[src/rtl/scu_ctrl_pkg.sv]
// scu_ctrl_pkg: shared definitions for the stall/flush control unit.
//   STOP / NOSTOP : stall request / stall output polarity.
//   scu_state_e   : FSM encoding (RUN = 2'b00, HOLD = 2'b01, FLUSH = 2'b10; 2'b11 unused).
//   FlushCntW     : width of the flush-length counter (FLUSH_LEN range 1..15).
// Optional feature macro used by the block: SCU_PERF_EN (stall performance counter).
package scu_ctrl_pkg;

  localparam logic STOP   = 1'b1;
  localparam logic NOSTOP = 1'b0;

  typedef enum logic [1:0] {
    ScuRun   = 2'b00,
    ScuHold  = 2'b01,
    ScuFlush = 2'b10
  } scu_state_e;

  localparam int unsigned FlushCntW = 4;

endpackage

[src/rtl/scu_ctrl_if.sv]
// scu_ctrl_if: pipeline <-> stall control unit signal bundle.
//   stallreq  [STAGES] : per-stage stall requests (pipeline -> scu)
//   i_stall / d_stall  : instruction / data AXI transfer outstanding
//   flush_req          : one-cycle flush request (exception / eret)
//   stall     [STAGES] : per-stage hold (scu -> pipeline)
//   flush              : registered flush to all pipeline registers
//   scu_state [2]      : FSM state for debug
//   perf_clr, stall_cycles [CNT_W] : only when SCU_PERF_EN is defined
// Modports: master = pipeline side, slave = scu_ctrl.
interface scu_ctrl_if #(
  parameter int unsigned STAGES = 5,
  parameter int unsigned CNT_W  = 32
);
  logic [STAGES-1:0] stallreq;
  logic              i_stall;
  logic              d_stall;
  logic              flush_req;
  logic [STAGES-1:0] stall;
  logic              flush;
  logic [1:0]        scu_state;
`ifdef SCU_PERF_EN
  logic              perf_clr;
  logic [CNT_W-1:0]  stall_cycles;

  modport master (
    output stallreq, i_stall, d_stall, flush_req, perf_clr,
    input  stall, flush, scu_state, stall_cycles
  );
  modport slave (
    input  stallreq, i_stall, d_stall, flush_req, perf_clr,
    output stall, flush, scu_state, stall_cycles
  );
`else
  modport master (
    output stallreq, i_stall, d_stall, flush_req,
    input  stall, flush, scu_state
  );
  modport slave (
    input  stallreq, i_stall, d_stall, flush_req,
    output stall, flush, scu_state
  );
`endif
endinterface

[src/rtl/scu_ctrl_stall_mask_gen.sv]
// scu_ctrl_stall_mask_gen (stall_mask_gen): priority encoder plus thermometer expansion.
//   stallreq_i [STAGES] : per-stage stall requests
//   mask_o     [STAGES] : bits 0..msb(stallreq_i) set, all zero when no request
module scu_ctrl_stall_mask_gen
  import scu_ctrl_pkg::*;
#(
  parameter int unsigned STAGES = 5
) (
  input  logic [STAGES-1:0] stallreq_i,
  output logic [STAGES-1:0] mask_o
);

  logic hit;

  // Scan from the top stage down: once the highest request is found, every
  // lower stage must also hold so the bubble does not get overwritten.
  always_comb begin
    mask_o = '0;
    hit    = 1'b0;
    for (int i = int'(STAGES) - 1; i >= 0; i--) begin
      if (stallreq_i[i] == STOP) hit = 1'b1;
      mask_o[i] = hit ? STOP : NOSTOP;
    end
  end

endmodule

[src/rtl/scu_ctrl.sv]
// scu_ctrl: stall/flush control unit for the pipelined MIPS core.
//   cpu_clk_50M : core clock, rising edge
//   cpu_rst_n   : asynchronous active-low reset
//   bus         : scu_ctrl_if.slave (stall requests, bus stalls, flush_req in;
//                 stall, flush, scu_state out; perf_clr / stall_cycles with SCU_PERF_EN)
// Macro SCU_PERF_EN adds a saturating count of cycles with any stage stalled.
module scu_ctrl
  import scu_ctrl_pkg::*;
#(
  parameter int unsigned STAGES        = 5,
  parameter int unsigned I_STALL_DEPTH = 2,
  parameter int unsigned FLUSH_LEN     = 2,
  parameter int unsigned CNT_W         = 32
) (
  input  logic       cpu_clk_50M,
  input  logic       cpu_rst_n,
  scu_ctrl_if.slave  bus
);

  localparam logic [STAGES-1:0] IStallMask =
    STAGES'((64'd1 << I_STALL_DEPTH) - 64'd1);
  localparam logic [FlushCntW-1:0] CntLoad = FlushCntW'(FLUSH_LEN - 1);

  scu_state_e           state_q, state_d;
  logic [FlushCntW-1:0] cnt_q, cnt_d;
  logic                 flush_q, flush_d;
  logic [STAGES-1:0]    req_mask;
  logic [STAGES-1:0]    stall;
  logic                 bus_busy;

  scu_ctrl_stall_mask_gen #(
    .STAGES (STAGES)
  ) u_mask (
    .stallreq_i (bus.stallreq),
    .mask_o     (req_mask)
  );

  assign bus_busy = bus.i_stall | bus.d_stall;

  always_comb begin
    state_d = state_q;
    cnt_d   = cnt_q;
    unique case (state_q)
      ScuRun: begin
        if (bus.flush_req) begin
          if (bus_busy) begin
            state_d = ScuHold;
          end else begin
            state_d = ScuFlush;
            cnt_d   = CntLoad;
          end
        end
      end
      // Further flush_req pulses in HOLD/FLUSH merge into the pending flush.
      ScuHold: begin
        if (!bus_busy) begin
          state_d = ScuFlush;
          cnt_d   = CntLoad;
        end
      end
      ScuFlush: begin
        if (cnt_q == '0) state_d = ScuRun;
        else             cnt_d   = cnt_q - 1'b1;
      end
      default: state_d = ScuRun;
    endcase
    flush_d = (state_d == ScuFlush);
  end

  always_ff @(posedge cpu_clk_50M or negedge cpu_rst_n) begin
    if (!cpu_rst_n) begin
      state_q <= ScuRun;
      cnt_q   <= '0;
      flush_q <= 1'b0;
    end else begin
      state_q <= state_d;
      cnt_q   <= cnt_d;
      flush_q <= flush_d;
    end
  end

  // Reset gates stall directly so the pipeline is released while reset is low,
  // regardless of what the request inputs are doing.
  always_comb begin
    stall = '0;
    if (cpu_rst_n) begin
      case (state_q)
        ScuRun:  stall = req_mask | (bus.i_stall ? IStallMask : '0) | (bus.d_stall ? '1 : '0);
        ScuHold: stall = '1;
        default: stall = '0;
      endcase
    end
  end

  assign bus.stall     = stall;
  assign bus.flush     = flush_q;
  assign bus.scu_state = state_q;

`ifdef SCU_PERF_EN
  logic [CNT_W-1:0] stall_cycles_q, stall_cycles_d;

  always_comb begin
    stall_cycles_d = stall_cycles_q;
    if (bus.perf_clr) begin
      stall_cycles_d = '0;
    end else if ((stall != '0) && (stall_cycles_q != '1)) begin
      stall_cycles_d = stall_cycles_q + CNT_W'(1);
    end
  end

  always_ff @(posedge cpu_clk_50M or negedge cpu_rst_n) begin
    if (!cpu_rst_n) stall_cycles_q <= '0;
    else            stall_cycles_q <= stall_cycles_d;
  end

  assign bus.stall_cycles = stall_cycles_q;
`endif

endmodule

[src/flat_wrapper.sv]
// flat-port wrapper written by rule: the top's interface ports become plain ports
module scu_ctrl_flat import scu_ctrl_pkg::*;
#(
  parameter int unsigned STAGES        = 5,
  parameter int unsigned I_STALL_DEPTH = 2,
  parameter int unsigned FLUSH_LEN     = 2,
  parameter int unsigned CNT_W         = 32
)
  (cpu_clk_50M, cpu_rst_n, bus_stallreq, bus_i_stall, bus_d_stall, bus_flush_req, bus_stall, bus_flush, bus_scu_state);
  scu_ctrl_if #(.STAGES(STAGES), .CNT_W(CNT_W)) bus_i ();
  input  logic cpu_clk_50M;
  input  logic cpu_rst_n;
  input wire logic [$bits(bus_i.stallreq)-1:0] bus_stallreq;
  input wire logic [$bits(bus_i.i_stall)-1:0] bus_i_stall;
  input wire logic [$bits(bus_i.d_stall)-1:0] bus_d_stall;
  input wire logic [$bits(bus_i.flush_req)-1:0] bus_flush_req;
  output wire logic [$bits(bus_i.stall)-1:0] bus_stall;
  output wire logic [$bits(bus_i.flush)-1:0] bus_flush;
  output wire logic [$bits(bus_i.scu_state)-1:0] bus_scu_state;
  assign bus_i.stallreq = bus_stallreq;
  assign bus_i.i_stall = bus_i_stall;
  assign bus_i.d_stall = bus_d_stall;
  assign bus_i.flush_req = bus_flush_req;
  assign bus_stall = bus_i.stall;
  assign bus_flush = bus_i.flush;
  assign bus_scu_state = bus_i.scu_state;
  scu_ctrl #(.STAGES(STAGES), .I_STALL_DEPTH(I_STALL_DEPTH), .FLUSH_LEN(FLUSH_LEN), .CNT_W(CNT_W)) u_core (.cpu_clk_50M(cpu_clk_50M), .cpu_rst_n(cpu_rst_n), .bus(bus_i));
endmodule
[config.mk]
export PLATFORM = sky130hd
export DESIGN_NAME = scu_ctrl_flat
export DESIGN_NICKNAME = d
export VERILOG_FILES = /design/src/rtl/scu_ctrl_pkg.sv /design/src/rtl/scu_ctrl_if.sv /design/src/rtl/scu_ctrl_stall_mask_gen.sv /design/src/rtl/scu_ctrl.sv /design/src/flat_wrapper.sv
export SDC_FILE = /design/constraint.sdc
export NUM_CORES = 1
export LEC_CHECK = 0
export ABC_AREA = 1
export CAP_MARGIN = 20
export CORE_MARGIN = 2
export CORE_UTILIZATION = 30
export DETAILED_ROUTE_END_ITERATION = 8
export PLACE_DENSITY_LB_ADDON = 0.08
export SLEW_MARGIN = 20
export SYNTH_ARGS = -nofsm -noshare
export SYNTH_HDL_FRONTEND = slang
export SYNTH_SLANG_ARGS = --single-unit
export TNS_END_PERCENT = 10
[constraint.sdc]
create_clock -name cpu_clk_50M -period 3.06 [get_ports cpu_clk_50M]
set_input_delay 0.612 -clock cpu_clk_50M [delete_from_list [all_inputs] [get_ports cpu_clk_50M]]
set_output_delay 0.612 -clock cpu_clk_50M [all_outputs]
set_load 0.1 [all_outputs]
Word-level counts from Yosys, hierarchy flattened:

Cells that the tools add are included.

* output and inout port bits: 8
* logic and storage cells: 39
* register bits after elaboration: 7

* add/subtract/negate cells: 1
* reductions and logical operators: 4
* equal/unequal tests: 5
* muxes and demuxes: 23
* bitwise operators: 3

Operators by type and width (count)
* $mux 4: 3
* $pmux 4 s3: 1
* $mux 1: 10
* $mux 2: 5
* $mux 5: 2
* $or 5x5->5: 2
* $pmux 5 s2: 1
* $pmux 2 s3: 1
* $eq 2x2->1 const B: 2
* $logic_not 4->1: 1
* $ne 2x2->1 const B: 2
* $sub 4x1->4 const B: 1
* $reduce_and 3->1: 1
* $reduce_bool 3->1: 1
* $eq 2x1->1 const B: 1
* $logic_not 2->1: 1
* $or 1x1->1: 1

Depth between registers and ports, before layout:

* depth in word-level cells: 10
* gate-level depth with buffers: 7

Modules after synthesis:

From an unflattened synthesis, not the netlist that was laid out.

* cell total of the unflattened synthesis: 66
* area, all modules: 484.2 µm²

By module, submodules not included
* scu_ctrl: area an instance 432.9 µm², cells an instance 56, instances 1
* scu_ctrl_stall_mask_gen: area an instance 51.3 µm², cells an instance 10, instances 1

Worst setup path after synthesis:

No wires, ideal clock.

* kind: reg-to-output
* from: register u_core.state_q[1] (netlist: u_core.bus.scu_state[1])
* to: output bus_stall[2]
* arrival time: 3.270 ns
* required time: 2.448 ns
* slack: -0.822 ns
* path buffers: 0
* cell stages (with the launch flop): 4
* cell sequence: dfrtp_1 -> inv_1 -> nand2_1 -> o21ai_0

* longest elaborated chain between the ends: 3

Ends and longest elaborated chain
* from (decl): line scu_ctrl.sv:24 `scu_state_e state_q, state_d;`
* from (signal assigned): line scu_ctrl.sv:72 `state_q <= ScuRun;`
* from (signal assigned): line scu_ctrl.sv:76 `state_q <= state_d;`
* $eq 2x1->1 / $logic_not 2->1 (equally long branches): line scu_ctrl.sv:87 `case (state_q)`
* $pmux 5 s2 *: line scu_ctrl.sv:87
* $mux 5 *: line scu_ctrl.sv:86 `if (cpu_rst_n) begin`
* to (decl): line flat_wrapper.sv:17 `output wire logic [$bits(bus_i.stall)-1:0] bus_stall;`

Mark *: on every way between the ends. The rest lies on a longest branch, timed or not.

Worst setup path after layout:

* from: input bus_d_stall
* to: output bus_stall[0]

* longest elaborated chain between the ends: 4

Ends and longest elaborated chain
* from (decl): line flat_wrapper.sv:15 `input wire logic [$bits(bus_i.d_stall)-1:0] bus_d_stall;`
* $mux 5: line scu_ctrl.sv:88 `ScuRun: stall = req_mask | (bus.i_stall ? IStallMask : '0) | (bus.d_stall ? '1 : '0);`
* $or 5x5->5: line scu_ctrl.sv:88
* $pmux 5 s2: line scu_ctrl.sv:87
* $mux 5: line scu_ctrl.sv:86

Every way passes these cells.

==> impl_metrics.json <==
{
  "cts_max_path_buffers": 2,
  "finalClockSkew_ns": 0.00149,
  "dieArea_mm2": 0.00191,
  "rsz0062_at_grt": "no",
  "hp-start": "u_core.cnt_q[0]",
  "powerDensity_mw_per_mm2": 1040,
  "cts_setup_buffers": 0,
  "rows": 14,
  "ys_warn_count": 0,
  "finish.net_count": 99,
  "cts-resized-gates": 0,
  "yosysSeqAreaShare_pct": 36.9,
  "grt_max_degree": 8,
  "ff2ff_path_depth": 7,
  "drtAntennaViolNets": 0,
  "min_period_ns": 2.40,
  "p_clk_share_pct": 10.0,
  "critical_path.max_stage_delay_ns": 0.46,
  "slew_violations": 0,
  "yosysTopAreaCell": "dfrtp_1",
  "start_kind": "input pin",
  "gp_congestion": 0.798,
  "wire_per_inst_um": 9.75,
  "setup_viol": 0,
  "drv_cap": 0,
  "cts_made_buffers": 3,
  "die_h_um": 43.8,
  "switching_share_pct": 55.6,
  "drc_errors": 0,
  "ys_ff_latch": 7,
  "via_per_inst": 4.44,
  "crit_path_end_kind": "output pin",
  "p_seq_share_pct": 22.1,
  "hold_end": "u_core.cnt_q[0]",
  "p_leak_nw": 0.376,
  "yosys.area.top_type_share_pct": 36.9,
  "antenna_found_initial": 0,
  "first_pass_iters": 3,
  "whs_path_depth": 2,
  "synth_area_leaders": "dfrtp_1, nand2_1, inv_1, nor2_1, ha_1",
  "syn-num-nets": 76,
  "ff2ff_setup_slack_ns": 1.84,
  "grt-ovfl-total": 0,
  "place_ws_ns": 0.659,
  "fin_area_um2": 744,
  "critPathKind": "input pin to output pin",
  "port_buffers": 17,
  "routed_wl_um": 995,
  "switchingPower_uw": 432,
  "crit_arrival_ns": 1.79,
  "worstHoldPathType": "register to register",
  "clock_sinks": 7,
  "diodes": 0,
  "status": "completed",
  "ios": 18,
  "crit_path_start": "bus_d_stall",
  "grt_pass1_wl_um": 1710,
  "cts_tree": "yes",
  "power_frac_comb_pct": 67.9,
  "p_int_uw": 345,
  "grtUsageTotal_pct": 12.3,
  "ir_drop_mv": 0.520,
  "dpl-instance-area_um2": 718,
  "finalWorstSetupSlack_ns": 0.656,
  "yosysUniqueCellTypes": 16,
  "clkLatencyLatePin_ns": 0.24,
  "clockRootBuffer": "clkbuf_4",
  "fin_util_pct": 50.0,
  "period_share_pct": 78.6,
  "via_count": 453,
  "tightest_slew_ns": 0.279,
  "cts.hold.buffers_added": 0,
  "syn_inst": 64,
  "place_hpwl_um": 845,
  "cp_max_fo": 2,
  "crit_chain": "clkdlybuf4s50_1, nor2_1, nand2_1, nor3_2, a21oi_2, buf_12",
  "max_slew_margin_pct": 81.6,
  "synth_area_um2": 474,
  "critical_path.slowest_cell": "clkdlybuf4s50_1",
  "syn_to_final_growth_pct": 57.0,
  "die_w_um": 43.8,
  "avgSynthCellArea_um2": 7.41,
  "drive_gt1_share_pct": 24.4,
  "start_util_pct": 31.8,
  "path_clk_slew_ns": 0.05,
  "first_iter_violations": 2,
  "cts_max_level": 1,
  "required_ns": 2.45,
  "max_freq_ghz": 0.416,
  "core_area_mm2": 0.00149,
  "hold_viol": 0,
  "rr_startpoint": "u_core.cnt_q[0]",
  "grt_pass1_vias": 413,
  "r2r-end": "u_core.cnt_q[3]"
}
==> cell type report <==
type | instances | area, um^2
clock buffers | 4 | 26.3
fillers | 139 | 744
inverters | 11 | 41.3
multi-input cells | 46 | 262
flip-flops and latches | 7 | 175
well taps | 16 | 20.0
repair buffers | 18 | 220
==> power by group through the flow <==
stage	sequential, mW	clock, mW	combinational [mW]
2_1_floorplan	0.272	0	0.283
3_3_place_gp	0.172	0	0.528
3_5_place_dp	0.172	0	0.530
4_1_cts	0.170	0.0836	0.532
5_1_grt	0.176	0.0915	0.569
6_report	0.171	0.0779	0.527
==> per-layer routing <==
layer	wire length, um	track usage [%]
met5	0	0
met1	463	15.9
met4	0	7.27
met3	94	4.17
met2	437	17.6
==> registers in the layout, summed over array words and instances (netlist names) <==
name                  cells
u_core.cnt_q              4
u_core.bus.scu_state      2
u_core.bus.flush          1
==> cell families (layout without fill, tap and decap cells) <==
| kind of cell | Yosys count | count (layout) | synth area share [%] |
|---|---|---|---|
| simple gates | 39 | 39 | 43.0 |
| buf+inv | 11 | 33 | 8.71 |
| flops | 7 | 7 | 36.9 |
| compound gates | 4 | 4 | 4.22 |
| fa+ha+maj | 2 | 2 | 5.28 |
| xor+xnor | 1 | 1 | 1.85 |
==> cells in the mapped netlist <==
cell,number
o21ai_0,2
nand4_1,3
nor3_2,1
nand3_4,1
ha_1,2
nor2_2,2
nand3_2,2
a21oi_1,2
dfrtp_1,7
nand2_1,17
nor2_1,9
inv_1,11
nand3_1,2
xnor2_1,1
nor2_4,1
nand2_2,1
==> critical path: cells and delay by family <==
family | cells | cell delay, ns
compound gates | 1 | 0.10
simple gates | 3 | 0.44
buf+inv | 2 | 0.63
==> metrics by stage <==
step	TNS (ns)	std cells	total power, mW	hold slack, ns
5_1_grt	0	102	0.837	0.496
2_1_floorplan	-0.376	64	0.555	0.316
3_3_place_gp	0	98	0.700	0.464
6_report	0	102	0.777	0.475
4_1_cts	0	102	0.786	0.483
3_5_place_dp	0	98	0.701	0.472
==> how the worst max path moves through the flow <==
stage,to
CTS,bus_stall[0]
finish,bus_stall[0]
detailed placement,bus_stall[0]
global placement,bus_stall[1]
floorplan,bus_stall[4]
global route,bus_stall[0]
==> cell usage in the layout (no fill, tap or decap) <==
cell type,count
a21oi_1,1
a21oi_2,1
buf_12,5
buf_4,4
clkbuf_1,1
clkbuf_4,3
clkdlybuf4s50_1,9
dfrtp_1,7
ha_1,2
inv_1,11
nand2_1,17
nand2_2,1
nand3_1,2
nand3_2,2
nand3_4,1
nand4_1,3
nor2_1,9
nor2_2,2
nor2_4,1
nor3_2,1
o21ai_0,1
o21ai_1,1
xnor2_1,1
Note: power is estimated with default switching activity, not from simulation.
